===== config.mk =====
export PLATFORM = sky130hd
export DESIGN_NAME = dual_thread_issue
export DESIGN_NICKNAME = d
export VERILOG_FILES = /design/src/rtl/core_uop_pkg.sv /design/src/rtl/uop_fifo.sv /design/src/rtl/dual_thread_issue.sv
export SDC_FILE = /design/constraint.sdc
export NUM_CORES = 1
export LEC_CHECK = 0
export CAP_MARGIN = 20
export CELL_PAD_IN_SITES_DETAIL_PLACEMENT = 0
export CELL_PAD_IN_SITES_GLOBAL_PLACEMENT = 1
export CORE_UTILIZATION = 30
export CTS_BUF_LIST = sky130_fd_sc_hd__clkbuf_8 sky130_fd_sc_hd__clkbuf_16
export DETAILED_ROUTE_END_ITERATION = 10
export PLACE_DENSITY_LB_ADDON = 0.1
export SYNTH_ARGS = -nofsm -noshare
export SYNTH_HDL_FRONTEND = slang
export SYNTH_SLANG_ARGS = --single-unit

===== constraint.sdc =====
create_clock -name clk -period 3.05 [get_ports clk]
set_input_delay 0.305 -clock clk [delete_from_list [all_inputs] [get_ports clk]]
set_output_delay 0.305 -clock clk [all_outputs]
set_load 0.02 [all_outputs]

===== src/rtl/core_uop_pkg.sv =====
// Shared uop field layout and thread identifiers for the two-thread 65HE06 core.
package core_uop_pkg;

    // Uop field positions
    localparam int UOP_STORE_BIT = 13;
    localparam int UOP_DEST_HI   = 11;
    localparam int UOP_DEST_LO   = 8;
    localparam int UOP_SRC0_HI   = 2;
    localparam int UOP_SRC0_LO   = 0;
    localparam int UOP_SRC1_HI   = 5;
    localparam int UOP_SRC1_LO   = 3;

    // Hardware thread identifiers
    localparam logic THREAD_A = 1'b0;
    localparam logic THREAD_B = 1'b1;

endpackage


===== src/rtl/uop_fifo.sv =====
// Per-thread uop FIFO. Pointers carry one extra wrap bit so full and empty
// are told apart by the MSB compare. Flush takes priority over push and pop.
// DEPTH must be a power of two, at least 2.
module uop_fifo #(
    parameter int W     = 21,
    parameter int DEPTH = 4
) (
    input  logic         clk,
    input  logic         rst_n,
    input  logic         push,
    input  logic         pop,
    input  logic         flush,
    input  logic [W-1:0] din,
    output logic         full,
    output logic         empty,
    output logic [W-1:0] head
);
    localparam int AW = $clog2(DEPTH);

    logic [W-1:0] mem [DEPTH];
    logic [AW:0]  wr_ptr;
    logic [AW:0]  rd_ptr;
    logic         do_push;
    logic         do_pop;

    assign full    = (wr_ptr[AW] != rd_ptr[AW]) && (wr_ptr[AW-1:0] == rd_ptr[AW-1:0]);
    assign empty   = (wr_ptr == rd_ptr);
    assign head    = mem[rd_ptr[AW-1:0]];
    assign do_push = push & ~full & ~flush;
    assign do_pop  = pop & ~empty & ~flush;

    // Pointer update: flush rewinds both pointers, discarding all entries
    always_ff @(posedge clk or negedge rst_n) begin
        if (!rst_n) begin
            wr_ptr <= '0;
            rd_ptr <= '0;
        end else if (flush) begin
            wr_ptr <= '0;
            rd_ptr <= '0;
        end else begin
            if (do_push) wr_ptr <= wr_ptr + 1'b1;
            if (do_pop)  rd_ptr <= rd_ptr + 1'b1;
        end
    end

    // Storage write; contents need no reset because the pointers gate reads
    always_ff @(posedge clk) begin
        if (do_push) mem[wr_ptr[AW-1:0]] <= din;
    end

endmodule


===== src/rtl/dual_thread_issue.sv =====
// Dual-thread issue stage: buffers uops per thread and picks one per cycle
// for execute, filling memory-stall slots with hazard-free uops from the
// non-main thread.
//
// Handshake: an input uop transfers when x_valid & x_ready on a rising edge.
// The issue register transfers to execute when issue_valid & ex_ready; while
// issue_valid is high and ex_ready is low, issue_* hold stable.
module dual_thread_issue
    import core_uop_pkg::*;
#(
    parameter int UOP_W     = 20,
    parameter int DEPTH     = 4,
    parameter int MAX_STEAL = 3
) (
    input  logic             clk,
    input  logic             rst_n,
    input  logic             a_valid,
    input  logic [UOP_W-1:0] a_uop,
    input  logic             a_last,
    output logic             a_ready,
    input  logic             b_valid,
    input  logic [UOP_W-1:0] b_uop,
    input  logic             b_last,
    output logic             b_ready,
    input  logic             flush_a,
    input  logic             flush_b,
    input  logic             ex_ready,
    input  logic             ex_doing_mem,
    output logic             issue_valid,
    output logic [UOP_W-1:0] issue_uop,
    output logic             issue_thread,
    output logic             issue_last,
    output logic             main_thread
);
    localparam int SCW = $clog2(MAX_STEAL + 1);

    // FIFO entries are {last, uop}
    logic [UOP_W:0]   head_a, head_b;
    logic             full_a, full_b, empty_a, empty_b;
    logic             pop_a, pop_b;

    logic [UOP_W-1:0] last_a, last_b;
    logic             lv_a, lv_b;
    logic [SCW-1:0]   steal_cnt;

    // Selection view, rotated so M is the main thread and O the other
    logic [UOP_W:0]   head_m, head_o, sel_head;
    logic             empty_m, empty_o;
    logic [UOP_W-1:0] last_m;
    logic             lv_m;
    logic [3:0]       dest_m;
    logic             hazard, alt_ok, steal, advance;
    logic             pop_m, pop_o, sel_thread;

    assign a_ready = ~full_a;
    assign b_ready = ~full_b;

    uop_fifo #(.W(UOP_W + 1), .DEPTH(DEPTH)) u_fifo_a (
        .clk   (clk),
        .rst_n (rst_n),
        .push  (a_valid),
        .pop   (pop_a),
        .flush (flush_a),
        .din   ({a_last, a_uop}),
        .full  (full_a),
        .empty (empty_a),
        .head  (head_a)
    );

    uop_fifo #(.W(UOP_W + 1), .DEPTH(DEPTH)) u_fifo_b (
        .clk   (clk),
        .rst_n (rst_n),
        .push  (b_valid),
        .pop   (pop_b),
        .flush (flush_b),
        .din   ({b_last, b_uop}),
        .full  (full_b),
        .empty (empty_b),
        .head  (head_b)
    );

    // Issue selection: a thread being flushed this cycle is treated as empty
    always_comb begin
        head_m  = head_a;
        head_o  = head_b;
        empty_m = empty_a | flush_a;
        empty_o = empty_b | flush_b;
        last_m  = last_a;
        lv_m    = lv_a;
        if (main_thread == THREAD_B) begin
            head_m  = head_b;
            head_o  = head_a;
            empty_m = empty_b | flush_b;
            empty_o = empty_a | flush_a;
            last_m  = last_b;
            lv_m    = lv_b;
        end
        dest_m  = last_m[UOP_DEST_HI:UOP_DEST_LO];
        hazard  = lv_m & (last_m[UOP_STORE_BIT]
                          | ({1'b0, head_o[UOP_SRC0_HI:UOP_SRC0_LO]} == dest_m)
                          | ({1'b0, head_o[UOP_SRC1_HI:UOP_SRC1_LO]} == dest_m));
        alt_ok  = ~empty_o & ~head_o[UOP_STORE_BIT] & ~head_o[UOP_W] & ~hazard;
        steal   = alt_ok & (empty_m | (ex_doing_mem & (steal_cnt < SCW'(MAX_STEAL))));
        advance = ~issue_valid | ex_ready;
        pop_o   = advance & steal;
        pop_m   = advance & ~steal & ~empty_m;
        pop_a   = (main_thread == THREAD_A) ? pop_m : pop_o;
        pop_b   = (main_thread == THREAD_A) ? pop_o : pop_m;
        sel_head   = steal ? head_o : head_m;
        sel_thread = steal ? ~main_thread : main_thread;
    end

    // Issue register: load on advance, otherwise hold; flush kills a held uop of that thread
    always_ff @(posedge clk or negedge rst_n) begin
        if (!rst_n) begin
            issue_valid  <= 1'b0;
            issue_uop    <= '0;
            issue_thread <= THREAD_A;
            issue_last   <= 1'b0;
        end else if (advance) begin
            if (pop_m | pop_o) begin
                issue_valid  <= 1'b1;
                issue_uop    <= sel_head[UOP_W-1:0];
                issue_thread <= sel_thread;
                issue_last   <= sel_head[UOP_W];
            end else begin
                issue_valid  <= 1'b0;
            end
        end else if (issue_valid && ((flush_a && issue_thread == THREAD_A) ||
                                     (flush_b && issue_thread == THREAD_B))) begin
            issue_valid <= 1'b0;
        end
    end

    // Main thread ownership passes on when main issues the last uop of an instruction
    always_ff @(posedge clk or negedge rst_n) begin
        if (!rst_n) begin
            main_thread <= THREAD_A;
        end else if (pop_m && head_m[UOP_W]) begin
            main_thread <= ~main_thread;
        end
    end

    // Steal counter: counts steals taken while main had work, cleared when main issues
    always_ff @(posedge clk or negedge rst_n) begin
        if (!rst_n) begin
            steal_cnt <= '0;
        end else if ((flush_a && flush_b) || pop_m) begin
            steal_cnt <= '0;
        end else if (pop_o && !empty_m && (steal_cnt < SCW'(MAX_STEAL))) begin
            steal_cnt <= steal_cnt + 1'b1;
        end
    end

    // Last-issued uop per thread, the reference for cross-thread hazard checks
    always_ff @(posedge clk or negedge rst_n) begin
        if (!rst_n) begin
            last_a <= '0;
            lv_a   <= 1'b0;
            last_b <= '0;
            lv_b   <= 1'b0;
        end else begin
            if (flush_a) begin
                last_a <= '0;
                lv_a   <= 1'b0;
            end else if (pop_a) begin
                last_a <= head_a[UOP_W-1:0];
                lv_a   <= 1'b1;
            end
            if (flush_b) begin
                last_b <= '0;
                lv_b   <= 1'b0;
            end else if (pop_b) begin
                last_b <= head_b[UOP_W-1:0];
                lv_b   <= 1'b1;
            end
        end
    end

endmodule


==> impl_results.md, run 1 <==
- Status: finished, violations left
- Failing checks: negative setup slack
- Core Rows: 63
- Max layer used: met4
- Syn nets: 591
- H-tree depth: 1
- Post-synthesis cell area: 9050 µm²
- Maxcap violations: 0
- PnR worst setup slack: -0.140 ns
- Worst Hold Depth: 1
- Hold Vio Cnt, Final: 0
- Tcrit/Tclk final: 105%
- Metal-1 WL: 9.20 mm
- Hold Startpoint: b_uop[7]
- Synth Register Bits: 218
- Via density: 4.53
- Fin util: 39.7%
- Pins Over Slew Limit: 0
- Critical path type: flip-flop to flip-flop
- # fillers: 2,765
- Met2 wire len: 10.1 mm
- GRT overflow: 0
- Core area: 29,600 µm²
- Arr. time, crit path: 3.60 ns
- Root Buffer: clkbuf_16
- Leak: 4.26 nW
- Total vias in the final route: 4,893
- Starting Density: 30.5%
- Slew @ Worst Pin: 0.852 ns
- Post-Place Worst Slack: -0.211 ns
- CTS tree: built
- Max Root-Sink Buffers: 3
- Routed wire per std cell: 19.2 µm
- Fraction of layout cells with a size suffix above 1: 26.1%
- CP Max Fanout: 7
- IO buf count: 75
- Crit end category: flip-flop
- GRT Total Usage: 13.8%
- Hold Path Class: primary input to flip-flop
- Gate Count Post-Synth: 530
- FMAX: 313 MHz
- TNS Setup: -2.26 ns
- Routed WL: 20.7 mm
- IR drop worst, VDD: 0.000599 V
- Placed insts: 1,017
- ANT cells: 0
- IO Pins: 76
- Yosys top cell area share: 55.7%
- Vias in the first global route: 5,263
- TritonCTS Buffers: 26
- WL met3: 966 µm
- Pwr Density: 902 nW/µm²
- Die area: 30,900 µm²
- CP required: 3.46 ns
- Post-synth EDFFs: 168
- Die X-Extent: 176 µm
- Routability Congestion: 0.761
- Worst-case clock skew: 0.0205 ns
- Pwr Total: 0.0106 W
- RSZ-0062 raised after global routing: yes
- Avg Synthesized Cell Area: 17.1 µm²
- First-pass DRT Iterations: 5
- Die Ht: 176 µm
- Worst-case reg-to-reg path depth: 13
- Area Overhead vs Synth: 30.0%
- Setup violators final: 35
- Clock latency on the worst-skew pair: 0.54 ns
- First-pass GRT wire length: 32.0 mm
- Unique masters post-synth: 50
- CTS sink count: 218
- Clock-pin slew on the worst setup and hold paths: 0.06 ns
- Largest area contributor in the netlist: edfxtp_1
- Residual DRC count: 0
- Largest cells by area after synthesis: edfxtp_1 (56%), dfrtp_1 (14%), mux4_2 (9.5%)
- Final nets: 731
- Final cell count without fillers: 1,079
- Initial DRC Count: 213
- Ys flop type: edfxtp_1
- Largest net degree at the start of global routing: 35
- Part of the Yosys area used for sequential elements: 69.6%
- Tmin final: 3.19 ns
- Worst setup path startpoint: u_fifo_b.rd_ptr[0]
- Max-slew headroom: 43.2%
- CP startpoint kind: flip-flop
- Share of flip-flops with an asynchronous set or reset: 22.9%
- Initial antenna violation count: 0
- Synth warn: 0
- Dpl hpwl: 14.0 mm
- Detail Route Antenna Nets: 0
- Reg-to-Reg Start: u_fifo_b.rd_ptr[0]
-- per-layer routing --
metal  vias to the layer above  track usage (%)
met5                         -                0
met4                         0             3.44
met3                        27             3.27
met2                        84             23.0
met1                      2470             17.9
li1                       2312                -
-- layout make-up --
type / count / area [µm²] / area share (%)
clock buffers: 26 / 651 / 5.53
clock inverters: 21 / 255 / 2.17
inverters: 15 / 56.3 / 0.479
multi-input cells: 275 / 2730 / 23.2
flip-flops and latches: 218 / 6300 / 53.5
well taps: 390 / 488 / 4.15
repair buffers: 134 / 1280 / 10.9
-- critical path, cell delays in order, from the launching register on --
cell and delay, ns:
dfrtp_1 0.40, buf_12 0.14, mux4_2 0.55, xor2_2 0.16, nor3_2 0.06, o211ai_1 0.31, buf_4 0.19, a21oi_4 0.06
o32ai_4 0.37, buf_6 0.15, a31oi_4 0.09, nand2b_4 0.17, buf_6 0.14, mux2_4 0.29
-- per-stage QoR --
| stage | instance area [µm²] | hold WS, ns |
|---|---|---|
| floorplan | 9050 | 0.00941 |
| global placement | 10500 | 0.430 |
| detailed placement | 10500 | 0.449 |
| CTS | 11600 | 0.366 |
| global route | 11800 | 0.393 |
| finish | 11800 | 0.394 |
-- registers in the layout, summed over array words and instances, names as in the netlist, 5 cells and up --
signal,cells
issue_uop,20
u_fifo_a.mem,84
last_a,5
u_fifo_b.mem,84
last_b,5
-- power by group --
part | internal (W) | switching (W) | total, W
clock | 0.00198 | 0.00122 | 0.00321
combinational | 0.00184 | 0.00177 | 0.00360
sequential | 0.00354 | 0.000273 | 0.00381
-- path summary, 6_finish.rpt --
path,end,slack [ns]
setup / recovery,last_b[11],-0.14
hold / removal,u_fifo_b.mem[3][7],0.39
setup reg to reg,last_b[11],-0.14
hold reg to reg,issue_uop[11],0.48
max in group asynchronous,last_b[13],1.86
min in group asynchronous,u_fifo_a.rd_ptr[2],0.42
-- cell usage after synthesis (all sizes together) (3+ instances only) --
| cell type | n |
|---|---|
| a211oi | 3 |
| a21oi | 5 |
| a31oi | 4 |
| and2 | 8 |
| buf | 11 |
| clkbuf | 11 |
| dfrtp | 50 |
| edfxtp | 168 |
| ha | 11 |
| inv | 14 |
| mux2 | 13 |
| mux2i | 36 |
| mux4 | 38 |
| nand2 | 38 |
| nand2b | 5 |
| nand3 | 8 |
| nor2 | 17 |
| nor2b | 9 |
| nor3 | 6 |
| o21ai | 26 |
| xnor2 | 12 |
| xor2 | 12 |
-- logic make-up (layout without fill, tap and decap cells) --
logic type	count (synthesis)	after routing	share of synthesized area, %
adders and majority gates	11	11	1.52
muxes	87	87	15.1
buffers and inverters	37	196	1.98
DFF	218	218	69.6
xor gates and xnor gates	24	24	2.32
AOI/OAI and AO/OA	52	52	4.00
and+or+nand+nor	101	101	5.56
-- cell usage in the layout, fill, tap and decap left out, drive strengths merged, types with 2 or more instances in the layout --
cell           instances
edfxtp               168
clkdlybuf4s50         74
buf                   59
dfrtp                 50
nand2                 38
mux4                  38
mux2i                 36
clkbuf                26
o21ai                 26
nor2                  17
inv                   16
mux2                  13
clkinv                13
xnor2                 12
xor2                  12
ha                    11
nor2b                  9
and2                   8
nand3                  8
nor3                   6
bufinv                 5
nand2b                 5
a21oi                  5
a31oi                  4
a211oi                 3
o211ai                 2
and3                   2
o22ai                  2
or4                    2
clkinvlp               2
o311ai                 2
a22oi                  2
-- timing repair --
item                                    in CTS  in global routing
resized for setup                           15                 34
setup buffers                                6                  8
hold buffers                                 1                  0
pin swaps                                    6                  3
endpoints found under the setup margin      36                 43
gates cloned                                 0                  0
endpoints found under the hold margin       32                  0
Power figures use the tool's default switching activity.
==> run 2, diff against run 1 <==
--- a/config.mk
+++ b/config.mk
@@ -10,8 +10,10 @@
 export CELL_PAD_IN_SITES_GLOBAL_PLACEMENT = 1
 export CORE_UTILIZATION = 30
 export CTS_BUF_LIST = sky130_fd_sc_hd__clkbuf_8 sky130_fd_sc_hd__clkbuf_16
+export CTS_CLUSTER_SIZE = 16
 export DETAILED_ROUTE_END_ITERATION = 10
 export PLACE_DENSITY_LB_ADDON = 0.1
+export SKIP_CTS_REPAIR_TIMING = 1
 export SYNTH_ARGS = -nofsm -noshare
 export SYNTH_HDL_FRONTEND = slang
 export SYNTH_SLANG_ARGS = --single-unit
==> run 2 against run 1 <==
The flow still finishes with violations (negative setup slack). Register-to-register slack improved by 0.06 ns. First-iteration DRC count fell by 3.8%. Clock-buffer cell count did not move. Final cell count fell by 0.28%. Via count fell by 0.67%. Largest cell class unchanged.
==> impl_results.md, run 2 (synthesis gave the netlist of run 1 again) <==
- ANT cells: 0 (unchanged)
- Starting Density: 30.5% (unchanged)
- CP Cell Sequence: buf_12 > mux4_2 > xor2_1 > nor3_2 > o211ai_1 > a311oi_2 > o32ai_4 > and4bb_2 > nor2_4 > mux2_2
- Detail Route Antenna Nets: 0 (unchanged)
- First-pass GRT wire length: 31.9 mm (-0.28%)
- Root Buffer: clkbuf_16
- Status: finished, violations left
- Pins Over Slew Limit: 0 (unchanged)
- CP startpoint kind: flip-flop
- Die area: 30,900 µm² (unchanged)
- Max Root-Sink Buffers: 3 (unchanged)
- Final nets: 728 (-0.41%)
- Pwr Density: 900 nW/µm² (-0.29%)
- Max-slew headroom: 43.9% (+0.71 points)
- Critical path type: flip-flop to flip-flop
- Commonest non-fill, non-tap cell in the layout: edfxtp_1
- Routed WL: 20.7 mm (-0.33%)
- Die Ht: 176 µm (unchanged)
- Fin util: 39.5% (-0.19 points)
- Tmin final: 3.13 ns (-0.0610 ns)
- Initial antenna violation count: 0 (unchanged)
- Arr. time, crit path: 3.55 ns (-0.05 ns)
- Core Rows: 63 (unchanged)
- GRT overflow: 0 (unchanged)
- Setup violators final: 24 (-31%)
- IO buf count: 75 (unchanged)
- Leak: 4.23 nW (-0.63%)
- PnR worst setup slack: -0.0790 ns (+0.0610 ns)
- H-tree depth: 1 (unchanged)
- Reg area: 6300 µm² (about the same)
- Slew @ Worst Pin: 0.841 ns (-0.0107 ns)
- CTS sink count: 218 (unchanged)
- IR drop worst, VDD: 0.000610 V (+1.9%)
- Total vias in the final route: 4,860 (-0.67%)
- # fillers: 2,768 (+0.11%)
- Tcrit/Tclk final: 103% (-2.0 points)
- Vias in the first global route: 5,245 (-0.34%)
- Dpl hpwl: 14.0 mm (unchanged)
- Core area: 29,600 µm² (unchanged)
- TritonCTS Buffers: 26 (unchanged)
- CTS tree: built
- Final cell count without fillers: 1,076 (-0.28%)
- IO Pins: 76 (unchanged)
- Largest stage delay on the critical path: 0.53 ns (-0.02 ns)
- Multi-input gate area: 2710 µm² (-0.78%)
- Die X-Extent: 176 µm (unchanged)
- First-pass DRT Iterations: 5 (unchanged)
- Most frequent cells in the layout: edfxtp_1 (168), clkdlybuf4s50_1 (74), dfrtp_1 (50)
- Maxcap violations: 0 (unchanged)
- Hold Vio Cnt, Final: 0 (unchanged)
- Clock latency on the worst-skew pair: 0.54 ns (about the same)
- Placed insts: 1,017 (unchanged)
- Routed wire per std cell: 19.2 µm (about the same)
- Routability Congestion: 0.761 (unchanged)
- RSZ-0062 raised after global routing: yes
- Clock-pin slew on the worst setup and hold paths: 0.06 ns (about the same)
- Crit end category: flip-flop
- Area Overhead vs Synth: 29.4%
- TNS Setup: -0.862 ns (+1.40 ns)
- Initial DRC Count: 205 (-3.8%)
- Fraction of layout cells with a size suffix above 1: 25.7% (-0.47 points)
- Largest net degree at the start of global routing: 35 (unchanged)
- FMAX: 320 MHz (+2.0%)
- Worst-case clock skew: 0.0186 ns (-0.00190 ns)
- Via density: 4.52 (-0.40%)
- Final hold slack: 0.393 ns (-0.000539 ns)
- CP Max Fanout: 7 (unchanged)
- Failing checks: negative setup slack
- Slowest CP cell: mux4_2
- Hold Path Class: primary input to flip-flop
- GRT Total Usage: 13.7% (-0.033 points)
- CP required: 3.47 ns (about the same)
- Residual DRC count: 0 (unchanged)
-- run 2: cell count changes in the layout (fill, tap and decap cells not counted), moves of 3 or more --
| cell | delta |
|---|---|
| mux2_2 | +3 |
| o21ai_1 | +3 |
| buf_6 | -3 |
| mux2_4 | -3 |
| o21ai_0 | -3 |
-- run 2: layout make-up --
class	instances	share of cell area (%)
sequential	218	53.8
clock inverter	21	2.18
inverter	15	0.481
timing repair buffer	131	10.7
clock buffer	26	5.56
multi-input combinational	275	23.2
tap	390	4.17
-- run 2: where the power goes --
part           switching, W  internal (W)
logic               0.00174       0.00179
registers          0.000268       0.00353
clock network       0.00122       0.00198
-- run 2: stage by stage --
stage,setup WS [ns],power [W],area [µm²]
2_1_floorplan,0.0617,0.00574,9050
3_3_place_gp,-0.125,0.00707,10500
3_5_place_dp,-0.211,0.00707,10500
4_1_cts,-0.230,0.0103,11500
5_1_grt,-0.277,0.0111,11700
6_report,-0.0790,0.0105,11700
-- run 2: worst max-delay path: cells and delay by family, from the launching register on --
family,cells,cell delay [ns]
multiplexers,2,0.90
AO/OA/AOI/OAI,3,0.71
AND/OR/NAND/NOR,3,0.69
flip-flops,1,0.40
XOR/XNOR,1,0.17
buffers and inverters,1,0.14
-- run 2: final timing paths --
check / from / endpoint / slack (ns) / cells after the start
min in group asynchronous: rst_n / u_fifo_a.rd_ptr[2] / 0.41 / 2
max reg2reg: u_fifo_b.rd_ptr[0] / last_a[9] / -0.08 / 10
min reg2reg: issue_uop[11] / issue_uop[11] / 0.48 / 2
max: u_fifo_b.rd_ptr[0] / last_a[9] / -0.08 / 10
min: b_uop[7] / u_fifo_b.mem[3][7] / 0.39 / 1
max in group asynchronous: rst_n / u_fifo_b.rd_ptr[1] / 1.87 / 3
-- run 2: routing by layer --
| metal | routed length, µm | global-route usage [%] | share of wire (%) |
|---|---|---|---|
| met2 | 10100 | 23.0 | 49 |
| met4 | 451 | 3.51 | 2.2 |
| met1 | 9040 | 17.8 | 44 |
| met5 | 0 | 0 | 0 |
| met3 | 1020 | 3.27 | 4.9 |
==> run 3, diff against run 2 <==
--- a/config.mk
+++ b/config.mk
@@ -10,6 +10,7 @@
 export CELL_PAD_IN_SITES_GLOBAL_PLACEMENT = 1
 export CORE_UTILIZATION = 30
 export CTS_BUF_LIST = sky130_fd_sc_hd__clkbuf_8 sky130_fd_sc_hd__clkbuf_16
+export CTS_CLUSTER_DIAMETER = 200
 export CTS_CLUSTER_SIZE = 16
 export DETAILED_ROUTE_END_ITERATION = 10
 export PLACE_DENSITY_LB_ADDON = 0.1
==> run 3 against run 2 <==
The run still ends with negative setup slack left. Final area shrank 2.7%. Die area did not move. Final cell count is 1.4% lower. Sequential power is essentially flat. Worst setup slack lost 0.013 ns. Sequential share of layout area increased by 1.5 points. Hold slack better by 0.058 ns. Flip-flop and latch count unchanged. Clock power is 37% lower. Highest routed layer unchanged.
==> impl_results.md, run 3 (synthesis gave the netlist of run 1 again) <==
- Status: finished, violations left
- Failing checks: negative setup slack
- Worst-case reg-to-reg path depth: 9 (-1)
- Via density: 4.57 (+1.2%)
- Final nets: 723 (-0.69%)
- IO buf count: 75 (unchanged)
- Area Overhead vs Synth: 25.9%
- First-pass GRT wire length: 31.8 mm (-0.41%)
- Max-slew headroom: 43.1% (-0.86 points)
- CP startpoint kind: flip-flop
- Worst-case clock skew: 0.0154 ns (-0.00323 ns)
- H-tree depth: 1 (unchanged)
- CP Max Fanout: 7 (unchanged)
- Largest net degree at the start of global routing: 35 (unchanged)
- IR drop worst, VDD: 0.000420 V (-31%)
- GRT overflow: 0 (unchanged)
- Tcrit/Tclk final: 103% (+0.44 points)
- Routed WL: 20.9 mm (+1.3%)
- Tmin final: 3.14 ns (+0.0133 ns)
- CP required: 3.41 ns (-0.06 ns)
- Hold Path Class: primary input to flip-flop
- Worst Hold Depth: 1 (unchanged)
- Crit end category: flip-flop
- Core Rows: 63 (unchanged)
- Core area: 29,600 µm² (unchanged)
- PnR worst setup slack: -0.0924 ns (-0.0133 ns)
- ANT cells: 0 (unchanged)
- Final hold slack: 0.451 ns (+0.0580 ns)
- Die Ht: 176 µm (unchanged)
- Routed wire per std cell: 19.7 µm (+2.7%)
- Max Root-Sink Buffers: 3 (unchanged)
- Setup violators final: 22 (-8.3%)
- Clock-pin slew on the worst setup and hold paths: 0.07 ns (about the same)
- IO Pins: 76 (unchanged)
- Pins Over Slew Limit: 0 (unchanged)
- Hold Vio Cnt, Final: 0 (unchanged)
- Root Buffer: clkbuf_16
- Arr. time, crit path: 3.50 ns (-0.05 ns)
- Maxcap violations: 0 (unchanged)
- Die X-Extent: 176 µm (unchanged)
- Clock latency on the worst-skew pair: 0.48 ns (-0.06 ns)
- Vias in the first global route: 5,170 (-1.4%)
- Critical path type: flip-flop to flip-flop
- Starting Density: 30.5% (unchanged)
- Residual DRC count: 0 (unchanged)
- Leak: 4.09 nW (-3.3%)
- Detail Route Antenna Nets: 0 (unchanged)
- Initial DRC Count: 173 (-16%)
- Routability Congestion: 0.761 (unchanged)
- CTS sink count: 218 (unchanged)
- Die area: 30,900 µm² (unchanged)
- Fraction of layout cells with a size suffix above 1: 24.0% (-1.7 points)
- Commonest non-fill, non-tap cell in the layout: edfxtp_1
- First-pass DRT Iterations: 6 (+1)
- Most frequent cells in the layout: edfxtp_1 (168), clkdlybuf4s50_1 (74), dfrtp_1 (50)
- TritonCTS Buffers: 17 (-35%)
- Pwr Total: 0.00959 W (-9.0%)
- Slew @ Worst Pin: 0.854 ns (+0.0129 ns)
- GRT Total Usage: 13.7% (-0.057 points)
- FMAX: 318 MHz (-0.42%)
- Pwr Density: 842 nW/µm² (-6.5%)
- CTS tree: built
- Dpl hpwl: 14.0 mm (unchanged)
- Total vias in the final route: 4,852 (-0.16%)
- Initial antenna violation count: 0 (unchanged)
- RSZ-0062 raised after global routing: yes
run 3: cell count changes in the layout (fill, tap and decap cells not counted), sizes merged:
cell | previous run | this run
buf | 56 | 58
bufinv | 5 | 0
clkbuf | 26 | 19
clkinv | 13 | 2
clkinvlp | 2 | 0
inv | 16 | 24
run 3: final cells by class:
class / instances / area (µm²)
repair buffers: 135 / 1330
multi-input cells: 275 / 2750
clock buffers: 17 / 425
flip-flops and latches: 218 / 6300
fillers: 2788 / 18200
inverters: 15 / 56.3
clock inverters: 11 / 46.3
well taps: 390 / 488
run 3: final timing paths:
check | slack, ns | endpoint | from
setup / recovery | -0.09 | last_a[9] | u_fifo_a.rd_ptr[0]
hold / removal | 0.45 | u_fifo_b.mem[3][7] | b_uop[7]
setup reg to reg | -0.09 | last_a[9] | u_fifo_a.rd_ptr[0]
hold reg to reg | 0.49 | issue_uop[11] | issue_uop[11]
max in group asynchronous | 1.81 | u_fifo_b.rd_ptr[0] | rst_n
min in group asynchronous | 0.46 | u_fifo_a.wr_ptr[1] | rst_n
run 3: per-layer routing:
layer | global-route usage (%) | wire length [µm]
met1 | 17.9 | 9370
met2 | 23.3 | 10300
met3 | 2.75 | 928
met4 | 3.12 | 316
met5 | 0 | 0
run 3: power by group:
part | switching [W] | leakage [nW] | internal (W) | total [W]
clock | 0.00101 | 0.267 | 0.00101 | 0.00202
sequential | 0.000269 | 2.18 | 0.00353 | 0.00380
combinational | 0.00183 | 1.65 | 0.00195 | 0.00377
total | 0.00310 | 4.09 | 0.00649 | 0.00959
run 3: worst max-delay path: stages, from the launching register on:
cell	delay, ns
dfrtp_1	0.44
mux4_2	0.57
xor2_1	0.16
a211oi_1	0.22
o211ai_1	0.21
a311oi_2	0.38
o32ai_4	0.17
and4bb_2	0.28
nor2_4	0.24
mux2_2	0.37
run 3: per-stage QoR:
step                      TNS [ns]  cell area, µm²  setup WS, ns  instances  utilization [%]
final                       -0.808           11400       -0.0924       1061             38.4
after CTS                    -3.61           11000        -0.229       1045             37.2
after global routing         -8.42           11400        -0.296       1061             38.4
after global placement       -1.06           10500        -0.125       1017             35.6
after floorplan                  0            9050        0.0617        530                -
after detailed placement     -2.80           10500        -0.211       1017             35.6
